[src/rtl/dac_serializer_stereo_if.sv]
`default_nettype none
// ============================================================================
// Interface : dac_serializer_stereo_if
// Brief     : Valid/ready stereo sample-pair stream into the DAC serialiser.
// Revision  : 1.0 - initial release
// ============================================================================
interface dac_serializer_stereo_if #(
    parameter int DATA_W = 16
);
    logic              s_valid;
    logic              s_ready;
    logic [DATA_W-1:0] s_left;
    logic [DATA_W-1:0] s_right;

    modport master (
        output s_valid,
        output s_left,
        output s_right,
        input  s_ready
    );

    modport slave (
        input  s_valid,
        input  s_left,
        input  s_right,
        output s_ready
    );
endinterface
`default_nettype wire

[src/rtl/dac_serializer_stereo.sv]
`default_nettype none
// ============================================================================
// Module   : dac_serializer_stereo
// Brief    : Stereo sample FIFO feeding a left-justified / I2S DAC serialiser
//            that oversamples the codec bit and frame clocks on CLOCK_50.
// Revision : 1.0 - initial release
// ============================================================================
module dac_serializer_stereo #(
    parameter int DATA_W      = 16,
    parameter int FIFO_DEPTH  = 4,
    parameter int MODE        = 0,
    parameter int SYNC_STAGES = 3
) (
    input  logic                               CLOCK_50,
    input  logic                               resetn,
    input  logic                               AUD_BCLK,
    input  logic                               AUD_DACLRCK,
    dac_serializer_stereo_if.slave             s_if,
    input  logic                               mute,
    output logic                               AUD_DACDAT,
    output logic                               underrun,
    output logic [$clog2(FIFO_DEPTH+1)-1:0]    fifo_level
);

    localparam int c_lvl_w = $clog2(FIFO_DEPTH + 1);
    localparam int c_ptr_w = $clog2(FIFO_DEPTH);
    localparam int c_cnt_w = $clog2(DATA_W + 1);
    localparam logic [c_lvl_w-1:0] c_full     = c_lvl_w'(FIFO_DEPTH);
    localparam logic [c_cnt_w-1:0] c_cnt_max  = c_cnt_w'(DATA_W);
    localparam logic [c_cnt_w-1:0] c_cnt_last = c_cnt_w'(DATA_W - 1);

    typedef enum logic [1:0] {
        ST_IDLE  = 2'd0,
        ST_DELAY = 2'd1,
        ST_SHIFT = 2'd2,
        ST_PAD   = 2'd3
    } state_t;

    logic [SYNC_STAGES-1:0] r_bclk_sync;
    logic [SYNC_STAGES-1:0] r_lrck_sync;
    logic                   r_bclk_d;
    logic                   r_lrck_q;
    logic                   w_bclk_fall;
    logic                   w_lrck;
    logic                   w_slot_start;
    logic                   w_left_start;
    logic                   w_right_start;

    logic [2*DATA_W-1:0]    r_mem [FIFO_DEPTH];
    logic [c_ptr_w-1:0]     r_wr_ptr;
    logic [c_ptr_w-1:0]     r_rd_ptr;
    logic [c_lvl_w-1:0]     r_level;
    logic                   w_push;
    logic                   w_pop;
    logic                   w_empty;
    logic [2*DATA_W-1:0]    w_head;
    logic [DATA_W-1:0]      w_frame_l;
    logic [DATA_W-1:0]      w_frame_r;

    state_t                 r_state;
    state_t                 w_state_nxt;
    logic [DATA_W-1:0]      r_sreg;
    logic [DATA_W-1:0]      w_sreg_nxt;
    logic [c_cnt_w-1:0]     r_cnt;
    logic [c_cnt_w-1:0]     w_cnt_nxt;
    logic [DATA_W-1:0]      r_shadow_r;
    logic                   w_bit_nxt;
    logic                   w_load_en;
    logic [DATA_W-1:0]      w_load_data;
    logic                   r_dacdat;
    logic                   r_underrun;

    assign w_bclk_fall   = r_bclk_d & ~r_bclk_sync[SYNC_STAGES-1];
    assign w_lrck        = r_lrck_sync[SYNC_STAGES-1];
    assign w_slot_start  = w_bclk_fall & (w_lrck != r_lrck_q);
    assign w_left_start  = w_slot_start & w_lrck;
    assign w_right_start = w_slot_start & ~w_lrck;

    // lrck_q resets to "left" so output only resumes on a genuine 0->1 edge,
    // never part-way through a left slot that was in progress at reset.
    always_ff @(posedge CLOCK_50 or negedge resetn) begin
        if (!resetn) begin
            r_bclk_sync <= '0;
            r_lrck_sync <= '0;
            r_bclk_d    <= 1'b0;
            r_lrck_q    <= 1'b1;
        end else begin
            r_bclk_sync <= {r_bclk_sync[SYNC_STAGES-2:0], AUD_BCLK};
            r_lrck_sync <= {r_lrck_sync[SYNC_STAGES-2:0], AUD_DACLRCK};
            r_bclk_d    <= r_bclk_sync[SYNC_STAGES-1];
            if (w_slot_start) begin
                r_lrck_q <= w_lrck;
            end
        end
    end

    assign s_if.s_ready = (r_level != c_full);
    assign w_push       = s_if.s_valid & s_if.s_ready;
    assign w_empty      = (r_level == '0);
    assign w_pop        = w_left_start & ~w_empty;
    assign w_head       = r_mem[r_rd_ptr];
    assign w_frame_l    = w_empty ? '0 : w_head[2*DATA_W-1:DATA_W];
    assign w_frame_r    = w_empty ? '0 : w_head[DATA_W-1:0];
    assign fifo_level   = r_level;

    always_ff @(posedge CLOCK_50) begin
        if (w_push) begin
            r_mem[r_wr_ptr] <= {s_if.s_left, s_if.s_right};
        end
    end

    always_ff @(posedge CLOCK_50 or negedge resetn) begin
        if (!resetn) begin
            r_wr_ptr <= '0;
            r_rd_ptr <= '0;
            r_level  <= '0;
        end else begin
            if (w_push) r_wr_ptr <= r_wr_ptr + c_ptr_w'(1);
            if (w_pop)  r_rd_ptr <= r_rd_ptr + c_ptr_w'(1);
            case ({w_push, w_pop})
                2'b10:   r_level <= r_level + c_lvl_w'(1);
                2'b01:   r_level <= r_level - c_lvl_w'(1);
                default: r_level <= r_level;
            endcase
        end
    end

    // A slot start always wins over an unfinished shift: short slots truncate.
    always_comb begin
        w_state_nxt = r_state;
        w_sreg_nxt  = r_sreg;
        w_cnt_nxt   = r_cnt;
        w_bit_nxt   = 1'b0;
        w_load_en   = 1'b0;
        w_load_data = '0;
        if (w_left_start) begin
            w_load_en   = 1'b1;
            w_load_data = w_frame_l;
        end else if (w_right_start && (r_state != ST_IDLE)) begin
            w_load_en   = 1'b1;
            w_load_data = r_shadow_r;
        end
        if (w_load_en) begin
            if (MODE == 1) begin
                w_state_nxt = ST_DELAY;
                w_sreg_nxt  = w_load_data;
                w_cnt_nxt   = '0;
            end else begin
                w_state_nxt = ST_SHIFT;
                w_bit_nxt   = w_load_data[DATA_W-1];
                w_sreg_nxt  = {w_load_data[DATA_W-2:0], 1'b0};
                w_cnt_nxt   = c_cnt_w'(1);
            end
        end else begin
            case (r_state)
                ST_DELAY, ST_SHIFT: begin
                    w_bit_nxt   = r_sreg[DATA_W-1];
                    w_sreg_nxt  = {r_sreg[DATA_W-2:0], 1'b0};
                    w_cnt_nxt   = (r_cnt == c_cnt_max) ? r_cnt : r_cnt + c_cnt_w'(1);
                    w_state_nxt = (r_cnt == c_cnt_last) ? ST_PAD : ST_SHIFT;
                end
                default: ;
            endcase
        end
    end

    always_ff @(posedge CLOCK_50 or negedge resetn) begin
        if (!resetn) begin
            r_state    <= ST_IDLE;
            r_sreg     <= '0;
            r_cnt      <= '0;
            r_shadow_r <= '0;
            r_dacdat   <= 1'b0;
            r_underrun <= 1'b0;
        end else begin
            r_underrun <= w_left_start & w_empty;
            if (w_left_start) begin
                r_shadow_r <= w_frame_r;
            end
            if (w_bclk_fall) begin
                r_state  <= w_state_nxt;
                r_sreg   <= w_sreg_nxt;
                r_cnt    <= w_cnt_nxt;
                r_dacdat <= w_bit_nxt & ~mute;
            end
        end
    end

    assign AUD_DACDAT = r_dacdat;
    assign underrun   = r_underrun;

endmodule
`default_nettype wire

[src/flat_wrapper.sv]
// flat-port wrapper written by rule: the top's interface ports become plain ports
module dac_serializer_stereo_flat 
#(
    parameter int DATA_W      = 16,
    parameter int FIFO_DEPTH  = 4,
    parameter int MODE        = 0,
    parameter int SYNC_STAGES = 3
)
  (CLOCK_50, resetn, AUD_BCLK, AUD_DACLRCK, mute, AUD_DACDAT, underrun, fifo_level, s_if_s_valid, s_if_s_left, s_if_s_right, s_if_s_ready);
  dac_serializer_stereo_if #(.DATA_W(DATA_W)) s_if_i ();
  input  logic CLOCK_50;
  input  logic resetn;
  input  logic AUD_BCLK;
  input  logic AUD_DACLRCK;
  input  logic mute;
  output logic AUD_DACDAT;
  output logic underrun;
  output logic [$clog2(FIFO_DEPTH+1)-1:0] fifo_level;
  input wire logic [$bits(s_if_i.s_valid)-1:0] s_if_s_valid;
  input wire logic [$bits(s_if_i.s_left)-1:0] s_if_s_left;
  input wire logic [$bits(s_if_i.s_right)-1:0] s_if_s_right;
  output wire logic [$bits(s_if_i.s_ready)-1:0] s_if_s_ready;
  assign s_if_i.s_valid = s_if_s_valid;
  assign s_if_i.s_left = s_if_s_left;
  assign s_if_i.s_right = s_if_s_right;
  assign s_if_s_ready = s_if_i.s_ready;
  dac_serializer_stereo #(.DATA_W(DATA_W), .FIFO_DEPTH(FIFO_DEPTH), .MODE(MODE), .SYNC_STAGES(SYNC_STAGES)) u_core (.CLOCK_50(CLOCK_50), .resetn(resetn), .AUD_BCLK(AUD_BCLK), .AUD_DACLRCK(AUD_DACLRCK), .s_if(s_if_i), .mute(mute), .AUD_DACDAT(AUD_DACDAT), .underrun(underrun), .fifo_level(fifo_level));
endmodule
[config.mk]
export PLATFORM = sky130hd
export DESIGN_NAME = dac_serializer_stereo_flat
export DESIGN_NICKNAME = d
export VERILOG_FILES = /design/src/rtl/dac_serializer_stereo_if.sv /design/src/rtl/dac_serializer_stereo.sv /design/src/flat_wrapper.sv
export SDC_FILE = /design/constraint.sdc
export NUM_CORES = 1
export LEC_CHECK = 0
export ABC_AREA = 1
export CAP_MARGIN = 20
export CELL_PAD_IN_SITES_DETAIL_PLACEMENT = 0
export CELL_PAD_IN_SITES_GLOBAL_PLACEMENT = 2
export CORE_MARGIN = 5
export CORE_UTILIZATION = 43
export CTS_CLUSTER_SIZE = 12
export DETAILED_ROUTE_END_ITERATION = 12
export MAX_ROUTING_LAYER = met4
export PLACE_DENSITY_LB_ADDON = 0.05
export SYNTH_ARGS = -nofsm -noshare
export SYNTH_HDL_FRONTEND = slang
export SYNTH_SLANG_ARGS = --single-unit
[constraint.sdc]
create_clock -name CLOCK_50 -period 6 [get_ports CLOCK_50]
set_input_delay 0.6 -clock CLOCK_50 [delete_from_list [all_inputs] [get_ports CLOCK_50]]
set_output_delay 0.6 -clock CLOCK_50 [all_outputs]
set_load 0.03 [all_outputs]
Word-level counts from Yosys, hierarchy flattened
Memory sizes are Yosys's and may differ from the RTL's.
Index checks and enable logic that the tools add are counted.

storage, ports and cells
  flip-flop bits (word level) = 56
  input port bits = 38
  memories kept = 1
  RAM bits = 128
  logic and storage cells = 67

operators by class
  reduce and logical (&&, ||, !) cells = 8
  muxes and demuxes = 19
  $add $sub $neg = 5
  bitwise gates (word level) = 12
  equal/unequal tests = 9

memory list
  name          depth  width  rd ports  clocked after Yosys merged registers in  wr ports  line                         source
  u_core.r_mem  4      32     1         0                                        1         dac_serializer_stereo.sv:49  logic [2*DATA_W-1:0] r_mem [FIFO_DEPTH];

operator list
  operator                                                               count
  16-bit 2-to-1 mux                                                      6
  5-bit 2-to-1 mux                                                       3
  1-bit bitwise AND                                                      8
  1-bit 2-to-1 mux                                                       7
  3-bit case mux with 2 select lines                                     1
  2-bit nonzero test                                                     3
  5-bit by 1-bit adder with 5-bit output, second input constant          1
  5-bit by 4-bit equality test with 1-bit output, second input constant  1
  5-bit equality test, second input constant                             1
  2-bit by 1-bit adder with 2-bit output, second input constant          2
  2-bit by 1-bit equality test with 1-bit output, second input constant  2
  2-bit equality test, second input constant                             2
  2-bit 2-to-1 mux                                                       2
  1-bit NOT                                                              4
  3-bit by 1-bit adder with 3-bit output, second input constant          1
  3-bit zero test                                                        1
  3-bit != test, second input constant                                   1
  3-bit AND reduction                                                    1
  3-bit by 1-bit subtractor with 3-bit output, second input constant     1
  2-bit by 1-bit != test with 1-bit output, second input constant        1
  2-bit AND reduction                                                    1
  2-bit OR reduction                                                     1
  1-bit logical AND                                                      1
  1-bit != test                                                          1

Longest topological paths before layout
  depth after elaboration = 9
  gate-level depth with buffers = 11
  mapped depth without buffers = 10

Least setup slack after synthesis
Ideal clock, no wire load.

  kind = register to register
  from = register u_core.r_level[0] (netlist: u_core.fifo_level[0])
  to = memory u_core.r_mem[0][0] (netlist bit) (enable)
  path slack = 2940 ps
  stages on the path, launching flop included = 5
  library setup time = 421 ps
  arrival time = 2639 ps
  clock period less this slack = 3060 ps
  cells stage by stage = dfrtp_1 -> inv_1 -> nand3_1 -> nand2_1 -> nor2_1

on the way
  longest elaborated chain between the ends = 4

RTL lines
  element                                 line                          source
  from (decl)                             dac_serializer_stereo.sv:52   logic [c_lvl_w-1:0] r_level;
  from (signal assigned)                  dac_serializer_stereo.sv:121  2'b10: r_level <= r_level + c_lvl_w'(1);
  from (signal assigned)                  dac_serializer_stereo.sv:122  2'b01: r_level <= r_level - c_lvl_w'(1);
  from (signal assigned)                  dac_serializer_stereo.sv:123  default: r_level <= r_level;
  3-bit != test                           dac_serializer_stereo.sv:97   assign s_if.s_ready = (r_level != c_full);
  named net s_if_s_ready                  flat_wrapper.sv:22            output wire logic [$bits(s_if_i.s_ready)-1:0] s_if_s_ready;
  1-bit bitwise AND                       dac_serializer_stereo.sv:98   assign w_push = s_if.s_valid & s_if.s_ready;
  1-bit 2-to-1 mux                        dac_serializer_stereo.sv:107  if (w_push) begin
  1-bit 2-to-1 mux (implied by the code)  dac_serializer_stereo.sv:108  r_mem[r_wr_ptr] <= {s_if.s_left, s_if.s_right};
  to (decl)                               dac_serializer_stereo.sv:49

The timed path passes the listed nets, and every way through them passes these cells.

Final worst setup path
  from = register u_core.r_bclk_sync[2]
  to = register u_core.r_level[2] (netlist: u_core.fifo_level[2])

on the way
  longest elaborated chain between the ends = 7
  elaborated cells between the ends (all ways) = 9
  those cells by class = eq/ne: 2; mux: 1; bitwise: 5; reduce/logical: 1

RTL lines
  element                                                                                       line                          source
  from (decl)                                                                                   dac_serializer_stereo.sv:39   logic [SYNC_STAGES-1:0] r_bclk_sync;
  from (signal assigned)                                                                        dac_serializer_stereo.sv:88   r_bclk_sync <= {r_bclk_sync[SYNC_STAGES-2:0], AUD_BCLK};
  1-bit NOT (*)                                                                                 dac_serializer_stereo.sv:73   assign w_bclk_fall = r_bclk_d & ~r_bclk_sync[SYNC_STAGES-1];
  1-bit bitwise AND (*)                                                                         dac_serializer_stereo.sv:73
  1-bit bitwise AND (*)                                                                         dac_serializer_stereo.sv:75   assign w_slot_start = w_bclk_fall & (w_lrck != r_lrck_q);
  1-bit bitwise AND (*)                                                                         dac_serializer_stereo.sv:76   assign w_left_start = w_slot_start & w_lrck;
  1-bit bitwise AND (*)                                                                         dac_serializer_stereo.sv:100  assign w_pop = w_left_start & ~w_empty;
  2-bit by 1-bit equality test with 1-bit output / 2-bit equality test (equally long branches)  dac_serializer_stereo.sv:120  case ({w_push, w_pop})
  3-bit case mux with 2 select lines / 2-bit nonzero test (equally long branches)               --

Every way passes the cells marked *; elsewhere a longest branch is shown, timed or not.
A chain may end at the register's enable or synchronous reset.

==> metrics.md <==
| Metric | Value |
|---|---|
| Status | finished clean |
| Tightest hold margin | 0.3227 ns |
| Die width | 142.0 um |
| DR WL/cell | 16.37 um |
| First-pass DRT Iterations | 4 |
| Clock latency on the worst-skew pair | 0.42 ns |
| GPL Wtd Cong | 0.7680 |
| DRT iter0 DRCs | 262 |
| P&R area growth vs syn | 16.11% |
| Endpoint arrival time on the critical path | 3.89 ns |
| CTS resizes | 0 |
| Post-synth EDFFs | 128 |
| Final Util | 50.66% |
| Port bufs | 43 |
| Final-report hold violation count | 0 |
| Final setup violation count | 0 |
| Avg Cell Area, Syn | 11.22 um^2 |
| R2r setup slk | 2.41 ns |
| Avg Vias per Cell | 4.907 |
| All-Layer GR Usage | 16.87% |
| Row Count | 48 |
| Synth Register Bits | 183 |
| CTS tree | yes |
| Count of cell types in the netlist | 33 |
| Root Driver | clkbuf_16 |
| FMAX | 278.5 MHz |
| Slew Limit Fails | 0 |
| H-tree depth | 4 |
| Share of synthesized registers carrying an async set or reset | 30.05% |
| Dpl cell area | 8104 um^2 |
| DPL Wire Length | 9174 um |
| Clock sinks | 183 |
| Global-route wire length before repair | 24970 um |
| Final Cycle Share | 59.84% |
| Place WS | 2.329 ns |
| Final instance area | 8702 um^2 |
| Die area | 20170 um^2 |
| Synth top area share | 51.29% |
| Total Nets Final | 755 |
| Unrepaired setup endpoints after global routing | no |
| Synth top cells by count | nand2_1, edfxtp_1, nand3_1 |
| Fin Setup TNS | 0 ns |
| Num CTS Buffers | 17 |
| Clock Skews | 0.005178 ns |
| Area leader, netlist | edfxtp_1 |
| Critical path class | flop to flop |
| IO Pins | 44 |
| Initial Util | 43.63% |
| Vias post-DR | 4637 |
| WL final | 15470 um |
| Critical Path Start Type | flop |
| PwrDens | 451.8 nW/um^2 |
| Largest net degree at the start of global routing | 81 |
| Mapped Cells | 668 |
| Lkg Pwr | 0.003510 uW |
| Die Y | 142.0 um |
| Vias in the first global route | 4619 |
| Cell Area, Synth | 7495 um^2 |
| Fillcell total | 1562 |
| Initial antenna violation count | 0 |
| Synthesis warning total | 0 |
| Layout cells sized above 1 | 8.056% |
| Sequential-to-total area share from yosys stat | 69.67% |
| Critical path fanouts, max | 35 |
| Worst-margin pin slew | 0.9742 ns |
| Clk slew on worst S/H paths | 0.06 ns |
| # DRC | 0 |
| Dominant synthesized flop cell | edfxtp_1 |
| Top area cells in the synthesized netlist | edfxtp_1, dfrtp_1, nand2_1 |
| Top-count cell post-synth | nand2_1 |
| Longest Clk Path Bufs | 2 |
| Crit end category | flop |
| Final min period | 3.590 ns |
| Area taken by flip-flops and latches | 5223 um^2 |
| Highest ir drop seen on vdd | 0.2179 mV |
| Hold buffer count at CTS | 0 |
| PnR worst setup slack | 2.410 ns |
| Multi-input gate area | 1957 um^2 |
| Relative slew margins | 34.90% |
| Max-cap violations | 0 |
| Syn Nets | 716 |
| ANT nets after route | 0 |
| Grt ovf | 0 |
| Final antenna diode count | 0 |
| CP required | 6.30 ns |
| Hold Crit Class | primary input to asynchronous set/reset pin |
| Setup bufs post-CTS | 0 |
| Core area | 17180 um^2 |
==> flip-flops by register name, indices dropped and copies added, names as in the netlist, 3 cells and up <==
signal	cells
u_core.r_mem	128
u_core.r_shadow_r	16
u_core.r_sreg	15
u_core.r_cnt	5
u_core.fifo_level	3
u_core.r_bclk_sync	3
u_core.r_lrck_sync	3
==> final cells by class <==
| cell class | count | share of cell area [%] |
|---|---|---|
| multi-input combinational | 412 | 22.49 |
| clock buffer | 19 | 5.205 |
| inverter | 42 | 1.812 |
| timing repair buffer | 51 | 5.579 |
| sequential | 183 | 60.01 |
| clock inverter | 13 | 1.668 |
| tap | 225 | 3.235 |
==> power by group <==
part           internal, uW  total [uW]  switching [uW]
Clock                   639        1110             468
Sequential             1680        1810             130
Combinational           326        1010             689
==> placed cells by master (no fill, tap or decap), types with 6 or more instances in the layout <==
| cell type | synthesis | layout |
|---|---|---|
| buf_4 | 4 | 8 |
| clkbuf_16 | 0 | 17 |
| clkdlybuf4s50_1 | 0 | 42 |
| dfrtp_1 | 54 | 53 |
| edfxtp_1 | 128 | 128 |
| ha_1 | 9 | 9 |
| inv_1 | 38 | 38 |
| nand2_1 | 244 | 244 |
| nand3_1 | 102 | 102 |
| nor2_1 | 12 | 8 |
| nor2_2 | 2 | 6 |
| o211ai_1 | 14 | 14 |
| o21ai_0 | 6 | 6 |
==> layer usage <==
| layer | global-route usage, % | up-vias | wire [um] |
|---|---|---|---|
| li1 | - | 2329 | - |
| met1 | 21.06 | 2228 | 6995 |
| met2 | 27.90 | 63 | 7594 |
| met3 | 3.024 | 17 | 648 |
| met4 | 5.758 | 0 | 232 |
| met5 | - | - | 0 |
==> final timing paths <==
path	from	end	depth (start not counted)
max	u_core.r_bclk_sync[2]$_DFF_PN0_	u_core.fifo_level[2]$_DFFE_PN0P_	9
min	resetn	u_core.r_sreg[10]$_DFFE_PN0P_	2
max reg2reg	u_core.r_bclk_sync[2]$_DFF_PN0_	u_core.fifo_level[2]$_DFFE_PN0P_	9
min reg2reg	u_core.r_bclk_sync[0]$_DFF_PN0_	u_core.r_bclk_sync[1]$_DFF_PN0_	0
max in group asynchronous	resetn	u_core.r_rd_ptr[0]$_DFFE_PN0P_	2
min in group CLOCK_50	u_core.r_bclk_sync[0]$_DFF_PN0_	u_core.r_bclk_sync[1]$_DFF_PN0_	0
==> metrics by stage <==
step | total power, uW | instances
global route | 4183 | 945
CTS | 3993 | 945
finish | 3931 | 945
floorplan | 2531 | 668
global placement | 2858 | 913
detailed placement | 2877 | 913
==> worst max-delay path: stages, from the launching register on <==
cell,delay (ns)
dfrtp_1,0.39
nor2_2,0.48
nand3_2,0.54
nor2_4,0.92
ha_1,0.27
inv_1,0.07
fa_1,0.39
a21oi_1,0.15
o21ai_0,0.11
xnor2_1,0.13
==> logic make-up (layout without fill, tap and decap cells) <==
logic type               Yosys count  after routing  synth area share (%)
buffers and inverters             73            125                 4.357
AO/OA/AOI/OAI                     27             27                 2.655
XOR/XNOR                           6              6                0.7013
AND/OR/NAND/NOR                  369            369                 20.85
adder cells (fa/ha/maj)           10             10                 1.770
flip-flops                       183            183                 69.67
No activity file was read; power rests on OpenSTA's default activity.
